**src/rtl/rtc_reg_arbiter.sv**
```systemverilog
// rtl/rtc_reg_arbiter.sv - round-robin arbiter sharing the RTC register file between core and I2C slave
// Optional macro RTC_ARB_I2C_WRITE_EN: when defined, I2C writes reach the register file.
module rtc_reg_arbiter #(
    parameter int ADDR_W = 4,
    parameter int DATA_W = 8
) (
    input  logic              clk,
    input  logic              rst,
    input  logic              core_req,
    input  logic              core_we,
    input  logic [ADDR_W-1:0] core_addr,
    input  logic [DATA_W-1:0] core_wdata,
    output logic              core_gnt,
    output logic [DATA_W-1:0] core_rdata,
    output logic              core_rvalid,
    input  logic              i2c_req,
    input  logic              i2c_we,
    input  logic [ADDR_W-1:0] i2c_addr,
    input  logic [DATA_W-1:0] i2c_wdata,
    output logic              i2c_gnt,
    output logic [DATA_W-1:0] i2c_rdata,
    output logic              i2c_rvalid,
    output logic [ADDR_W-1:0] reg_addr,
    output logic [DATA_W-1:0] reg_wdata,
    output logic              reg_write_en,
    input  logic [DATA_W-1:0] reg_rdata
);

    localparam logic [1:0] IDLE   = 2'd0;
    localparam logic [1:0] ACCESS = 2'd1;
    localparam logic [1:0] RDWAIT = 2'd2;

    localparam logic OWN_CORE = 1'b0;
    localparam logic OWN_I2C  = 1'b1;

    logic [1:0] state;
    logic       owner;
    logic       last_owner;
    logic       lat_we;
    logic       pick_i2c;
    logic       write_allowed;

    // I2C wins only if alone, or on a tie when the core was granted last.
    assign pick_i2c = i2c_req && (!core_req || (last_owner == OWN_CORE));

`ifdef RTC_ARB_I2C_WRITE_EN
    assign write_allowed = 1'b1;
`else
    // Read-only I2C: the write is still granted so the slave never hangs, but is not committed.
    assign write_allowed = (owner == OWN_CORE);
`endif

    assign core_gnt     = (state == ACCESS) && (owner == OWN_CORE);
    assign i2c_gnt      = (state == ACCESS) && (owner == OWN_I2C);
    assign reg_write_en = (state == ACCESS) && lat_we && write_allowed;

    always_ff @(posedge clk) begin
        if (rst) begin
            state       <= IDLE;
            owner       <= OWN_CORE;
            last_owner  <= OWN_I2C;
            lat_we      <= 1'b0;
            reg_addr    <= '0;
            reg_wdata   <= '0;
            core_rdata  <= '0;
            i2c_rdata   <= '0;
            core_rvalid <= 1'b0;
            i2c_rvalid  <= 1'b0;
        end else begin
            core_rvalid <= 1'b0;
            i2c_rvalid  <= 1'b0;
            case (state)
                IDLE: begin
                    if (core_req || i2c_req) begin
                        owner      <= pick_i2c;
                        last_owner <= pick_i2c;
                        state      <= ACCESS;
                        if (pick_i2c) begin
                            lat_we    <= i2c_we;
                            reg_addr  <= i2c_addr;
                            reg_wdata <= i2c_wdata;
                        end else begin
                            lat_we    <= core_we;
                            reg_addr  <= core_addr;
                            reg_wdata <= core_wdata;
                        end
                    end
                end
                ACCESS: begin
                    state <= lat_we ? IDLE : RDWAIT;
                end
                RDWAIT: begin
                    state <= IDLE;
                    if (owner == OWN_I2C) begin
                        i2c_rdata  <= reg_rdata;
                        i2c_rvalid <= 1'b1;
                    end else begin
                        core_rdata  <= reg_rdata;
                        core_rvalid <= 1'b1;
                    end
                end
                default: state <= IDLE;
            endcase
        end
    end

endmodule

```
**config.mk**
```make
export PLATFORM = sky130hd
export DESIGN_NAME = rtc_reg_arbiter
export DESIGN_NICKNAME = d
export VERILOG_FILES = /design/src/rtl/rtc_reg_arbiter.sv
export SDC_FILE = /design/constraint.sdc
export NUM_CORES = 1
export LEC_CHECK = 0
export BUFFER_PORTS_ARGS = -buffer_cell sky130_fd_sc_hd__buf_2
export CORE_UTILIZATION = 35
export CTS_CLUSTER_DIAMETER = 60
export DETAILED_ROUTE_END_ITERATION = 7
export PLACE_DENSITY = 0.7
export SLEW_MARGIN = 15
export SYNTH_ARGS = -nofsm -noshare
export SYNTH_HDL_FRONTEND = slang
export SYNTH_SLANG_ARGS = --single-unit
export TNS_END_PERCENT = 50
```
**constraint.sdc**
```tcl
create_clock -name clk -period 1.2 [get_ports clk]
set_input_delay 0.18 -clock clk [delete_from_list [all_inputs] [get_ports clk]]
set_output_delay 0.18 -clock clk [all_outputs]
set_load 0.005 [all_outputs]
```
==> results of run 1 <==
## path summary, 6_finish.rpt
kind | start | end | slack [ns]
worst max-delay path | state[1] | reg_write_en | -0.02
worst min-delay path | reg_rdata[6] | i2c_rdata[6] | 0.14
worst max register to register | state[1] | lat_we | -0.01
worst min register to register | lat_we | state[1] | 0.46
## through the flow
step | power (mW) | hold slack [ns] | cell area, sq um | worst slack [ns]
final | 2.85 | 0.142 | 2060 | -0.0236
after global routing | 2.98 | 0.150 | 2060 | -0.0620
after CTS | 2.87 | 0.137 | 2010 | -0.0625
after detailed placement | 1.77 | 0.434 | 1880 | 0.0575
after global placement | 1.77 | 0.426 | 1880 | 0.0779
after floorplan | 1.59 | 0.324 | 1460 | 0.0126
## report_power, final
part | internal (mW) | switching [mW]
Combinational | 0.245 | 0.242
Sequential | 1.24 | 0.0479
Clock | 0.672 | 0.402
## registers in the layout, indices dropped and copies added, names as in the netlist
register,count
state,2
reg_wdata,8
reg_addr,4
i2c_rvalid,1
core_rdata,8
core_rvalid,1
lat_we,1
owner,1
i2c_rdata,8
last_owner,1
## worst max-delay path: cells and delay by family (launching register included)
family	cells	cell delay, ns
AND/OR/NAND/NOR	3	0.37
flip-flops	1	0.32
buffers and inverters	1	0.08
## metal layers
layer / track usage, % / wire (um)
met2: 27.8 / 1720
met3: 3.77 / 190
met4: 7.18 / 46
met1: 18.8 / 1480
met5: 0 / 0
## layout make-up
class / count / area, sq um / share of cell area [%]
repair buffers: 82 / 454 / 22.1
multi-input cells: 103 / 706 / 34.3
clock buffers: 6 / 82.6 / 4.01
inverters: 3 / 11.3 / 0.547
well taps: 50 / 62.6 / 3.04
flip-flops and latches: 35 / 707 / 34.3
clock inverters: 2 / 35.0 / 1.70
## cells in the mapped netlist
| cell | number |
|---|---|
| a21bo_2 | 1 |
| a21boi_2 | 1 |
| a21o_1 | 1 |
| a21oi_1 | 14 |
| a311oi_1 | 4 |
| a311oi_2 | 9 |
| and2_1 | 2 |
| and2_4 | 1 |
| and3_1 | 1 |
| buf_2 | 4 |
| buf_6 | 2 |
| clkbuf_1 | 7 |
| dfxtp_1 | 35 |
| inv_1 | 3 |
| mux2i_1 | 16 |
| nand2_1 | 26 |
| nand2b_1 | 1 |
| nand3_1 | 1 |
| nand3b_1 | 1 |
| nor2_1 | 19 |
| nor2_2 | 1 |
| nor3_1 | 1 |
| nor3b_1 | 1 |
| o211ai_1 | 1 |
| or2_1 | 1 |
## cell families after synthesis
family	after synthesis
multiplexers	16
buffers and inverters	16
AND/OR/NAND/NOR	56
flip-flops	35
AO/OA/AOI/OAI	31
## repair_timing
action,4_1_cts,5_1_grt
setup endpoints to repair,2,21
buffers inserted,1,0
gates cloned,0,1
resized for setup,4,11
pin swaps,2,3
==> metrics, run 1 <==
failing checks negative setup slack; syn nets ~190; Final WS setup -0.0236 ns; CTS root buffer clkbuf_8; dpl hpwl between 2000 and 3000 um; critical path's slowest cell dfxtp_2; TNS Setup -0.0375 ns; post-synth top area cell dfxtp_1; Synth top area share slightly below 50%; # DRC 0; endpoint class of the critical path output port; maximum clock rate around 0.82 GHz; largest stage delay on the critical path 0.32 ns; die height 66.5 um; # fillers about 400; FF+latch count, synth 35; initial antenna violation count 0; Synth Area in Adders 0%; leading cell type in the layout, fill and taps excluded buf_2; placed instance count 271; Max Cap Viol 0; Buffers on Ports 70; RSZ-0062 raised after global routing yes; largest cells by area after synthesis dfxtp_1 (48%), mux2i_1 (11%), a311oi_2 (9.3%); number of distinct library cells after synthesis 25; area of the die roughly 4400 sq um; peak supply drop roughly 0.66 mV; number of global-route vias before repair about 1200; Simple-Gate Fraction of Synth Area roughly 16%; IO Pins 71; cts hold-fix bufs 0; # nets final about 270; largest net degree at the start of global routing 18; routed length per placed instance 12.2 um; gr usage total 16.1%; Placer Congestion around 0.73; P_leak between 1 and 1.5 nW; period utilization 102%; Compound-Gate Fraction of Synth Area around a fifth; TritonCTS clock tree done; Vias per Instance about 4.8; element type at the critical path start flop; multiplexer share of the synthesized area a little over a tenth; Final Util between 50 and 60%; final setup violation count 4; Initial DRT Pass Iterations 4; latest clock arrival within the worst-skew pair around 0.28 ns; share of cells above drive strength 1 between 40 and 50%; pwr/cell area about 1400 nW/um^2; minimum clock period about 1.2 ns; H-tree depth 2; Final Hold Viols 0; clk slew on worst S/H paths around 0.070 ns; final wirelength 3440 um; Iter 0 DRT Violations 56; most frequent cells in the layout buf_2 (69), dfxtp_1 (32), nand2_1 (26); max-slew violation count 0; Synth Area per Inst 9.47 sq um; clk_skew between 0.004 and 0.005 ns; Synth Area in XOR/XNOR 0%; Hold Path Stages 3; Hold Path Class input pin to flop; Setup Crit Path Kind flop to output port; Initial Util a little over a third; first-pass GRT wire length roughly 5400 um; Synth warnings 0; clock buffer depth 2; Post-Layout Cell Count 281; Worst Path Required ~1.0 ns; Core Rows 23; ANT cells 0; sequential-to-total area share from yosys stat about half; gr ovfl total 0; combinational family with the most area after synthesis compound AO/OA/AOI/OAI gates; critical path fanouts, max 3; CTS sink count 35; Syn Inst Count ~150; Slew HR approximately 86%; mapped cell area between 1000 and 1500 sq um; Die X-Extent 66.5 um; number of nets with antenna violations after routing 0; synthesis-to-finish area growth 41.2%; actual slew at the worst max-slew pin between 0.2 and 0.25 ns; Worst EP arrival 1.04 ns; outcome finished with violations; area of the core 4000 sq um; TritonCTS buffer count 5; total number of vias 1339; crit-path cells nand2b_4, nor2_4, and2_4, buf_6; worst r2r path cells 5
No activity file was read; power rests on OpenSTA's default activity.
==> run 2, diff against run 1 <==
--- a/config.mk
+++ b/config.mk
@@ -9,7 +9,7 @@
 export CORE_UTILIZATION = 35
 export CTS_CLUSTER_DIAMETER = 60
 export DETAILED_ROUTE_END_ITERATION = 7
-export PLACE_DENSITY = 0.7
+export PLACE_DENSITY = 0.68
 export SLEW_MARGIN = 15
 export SYNTH_ARGS = -nofsm -noshare
 export SYNTH_HDL_FRONTEND = slang
==> constraint.sdc (replaced) <==
create_clock -name clk -period 1.38 [get_ports clk]
set_input_delay 0.207 -clock clk [delete_from_list [all_inputs] [get_ports clk]]
set_output_delay 0.207 -clock clk [all_outputs]
set_load 0.005 [all_outputs]
==> metrics, run 2 (same netlist as run 1, synthesis figures left out) <==
outcome finished, final reports clean; worst r2r path cells 4; IO Pins 71; period utilization between 90% and 100%; # DRC 0; final setup violation count 0; ANT cells 0; max-slew violation count 0; RSZ-0062 raised after global routing no; Slew HR roughly four fifths; final wirelength approximately 3300 um; routed length per placed instance about 12 um; share of cells above drive strength 1 around 45%; synthesis-to-finish area growth 34.2%; area of the core ~4000 sq um; actual slew at the worst max-slew pin 0.324 ns; minimum clock period between 1 and 1.5 ns; Initial DRT Pass Iterations 4; pwr/cell area 1120 nW/um^2; most frequent cells in the layout buf_2 (70), dfxtp_1 (33), nand2_1 (26); clk slew on worst S/H paths about 0.060 ns; Max Cap Viol 0; Initial Util 36.4%; latest clock arrival within the worst-skew pair about 0.28 ns; critical path's slowest cell dfxtp_2; gr ovfl total 0; clk_skew roughly 0.0032 ns; largest stage delay on the critical path approximately 0.33 ns; # fillers between 300 and 400; Placer Congestion roughly 0.69; Vias per Instance about 4.7; worst r2r dst reg_addr[0]; end of the worst hold path i2c_rdata[7]; area of the die approximately 4400 sq um; first-pass GRT wire length ~5400 um; TritonCTS clock tree done; crit-path cells nand2b_4, nor2_2, and2_1, buf_2; number of nets with antenna violations after routing 0; Core Rows 23; pre-CTS WS between 0.15 and 0.2 ns; gr usage total 16.3%; initial antenna violation count 0; Iter 0 DRT Violations 76; Final WS setup 0.0956 ns; Hold Path Class input pin to flop; cts hold-fix bufs 0; total number of vias about 1300; TritonCTS buffer count 5; peak supply drop roughly 0.37 mV; endpoint class of the critical path output port; number of global-route vias before repair 1207; P_leak a little under 1 nW; Buffers on Ports 70; die height ~67 um; RR Startpoint state[0]; setup slack, reg-to-reg roughly 0.24 ns; critical path fanouts, max 4; CTS root buffer clkbuf_8; clock buffer depth 2; Cell Area, Placed about 1900 sq um; # nets final 263; leading cell type in the layout, fill and taps excluded buf_2; Final Hold Viols 0; cells resized by post-CTS repair 1; post-route cell area between 1500 and 2000 sq um; dpl hpwl 2390 um; H-tree depth 2; hold_sp reg_rdata[7]; Die X-Extent ~67 um; Hold Path Stages 3; Setup Crit Path Kind flop to output port; maximum clock rate a little under 0.8 GHz; element type at the critical path start flop; TNS Setup 0 ns; total power approximately 2.2 mW; CTS sink count 35; Worst EP arrival about 1.1 ns; Largest regs core_rdata x8, i2c_rdata x8, reg_wdata x8; largest net degree at the start of global routing 18; post-CTS setup buffers 0; Worst Path Required 1.17 ns
run 2: worst max-delay path by stage:
stage	startpoint	end	slack, ns	cells after the start
6_report	state[1]	reg_write_en	0.1	4
5_1_grt	state[1]	reg_write_en	0.04	4
4_1_cts	state[1]	reg_write_en	0.003	4
3_5_place_dp	i2c_req	reg_addr[0]	0.17	5
3_3_place_gp	i2c_req	reg_addr[3]	0.22	4
2_1_floorplan	state[0]	lat_we	0.14	4
run 2: worst max-delay path: cells and delay by family, from the launching register on:
| family | cells | cell delay (ns) |
|---|---|---|
| DFF | 1 | 0.33 |
| and+or+nand+nor | 3 | 0.36 |
| buffers and inverters | 1 | 0.10 |
run 2: cell type report:
class	instances	area, sq um	area share, %
sequential	35	703	35.9
multi-input combinational	103	692	35.4
timing repair buffer	77	415	21.2
clock buffer	6	72.6	3.71
tap	50	62.6	3.20
inverter	3	11.3	0.575
run 2: metal layers:
layer | global-route usage [%] | wire [um]
met4 | 7.98 | 22
met3 | 4.62 | 243
met2 | 26.9 | 1550
met1 | 19.3 | 1470
met5 | 0 | 0
run 2: metrics by stage:
step	utilization, %	std cells	hold slack (ns)
after floorplan	-	154	0.351
after global placement	46.8	268	0.460
after detailed placement	46.8	268	0.465
after CTS	48.7	274	0.170
after global routing	48.9	274	0.188
final	48.9	274	0.180
run 2: where the power goes:
part	leakage (nW)	internal, mW	switching (mW)
clock network	0.0371	0.336	0.324
logic	0.644	0.198	0.203
registers	0.287	1.08	0.0429
total	0.968	1.61	0.570
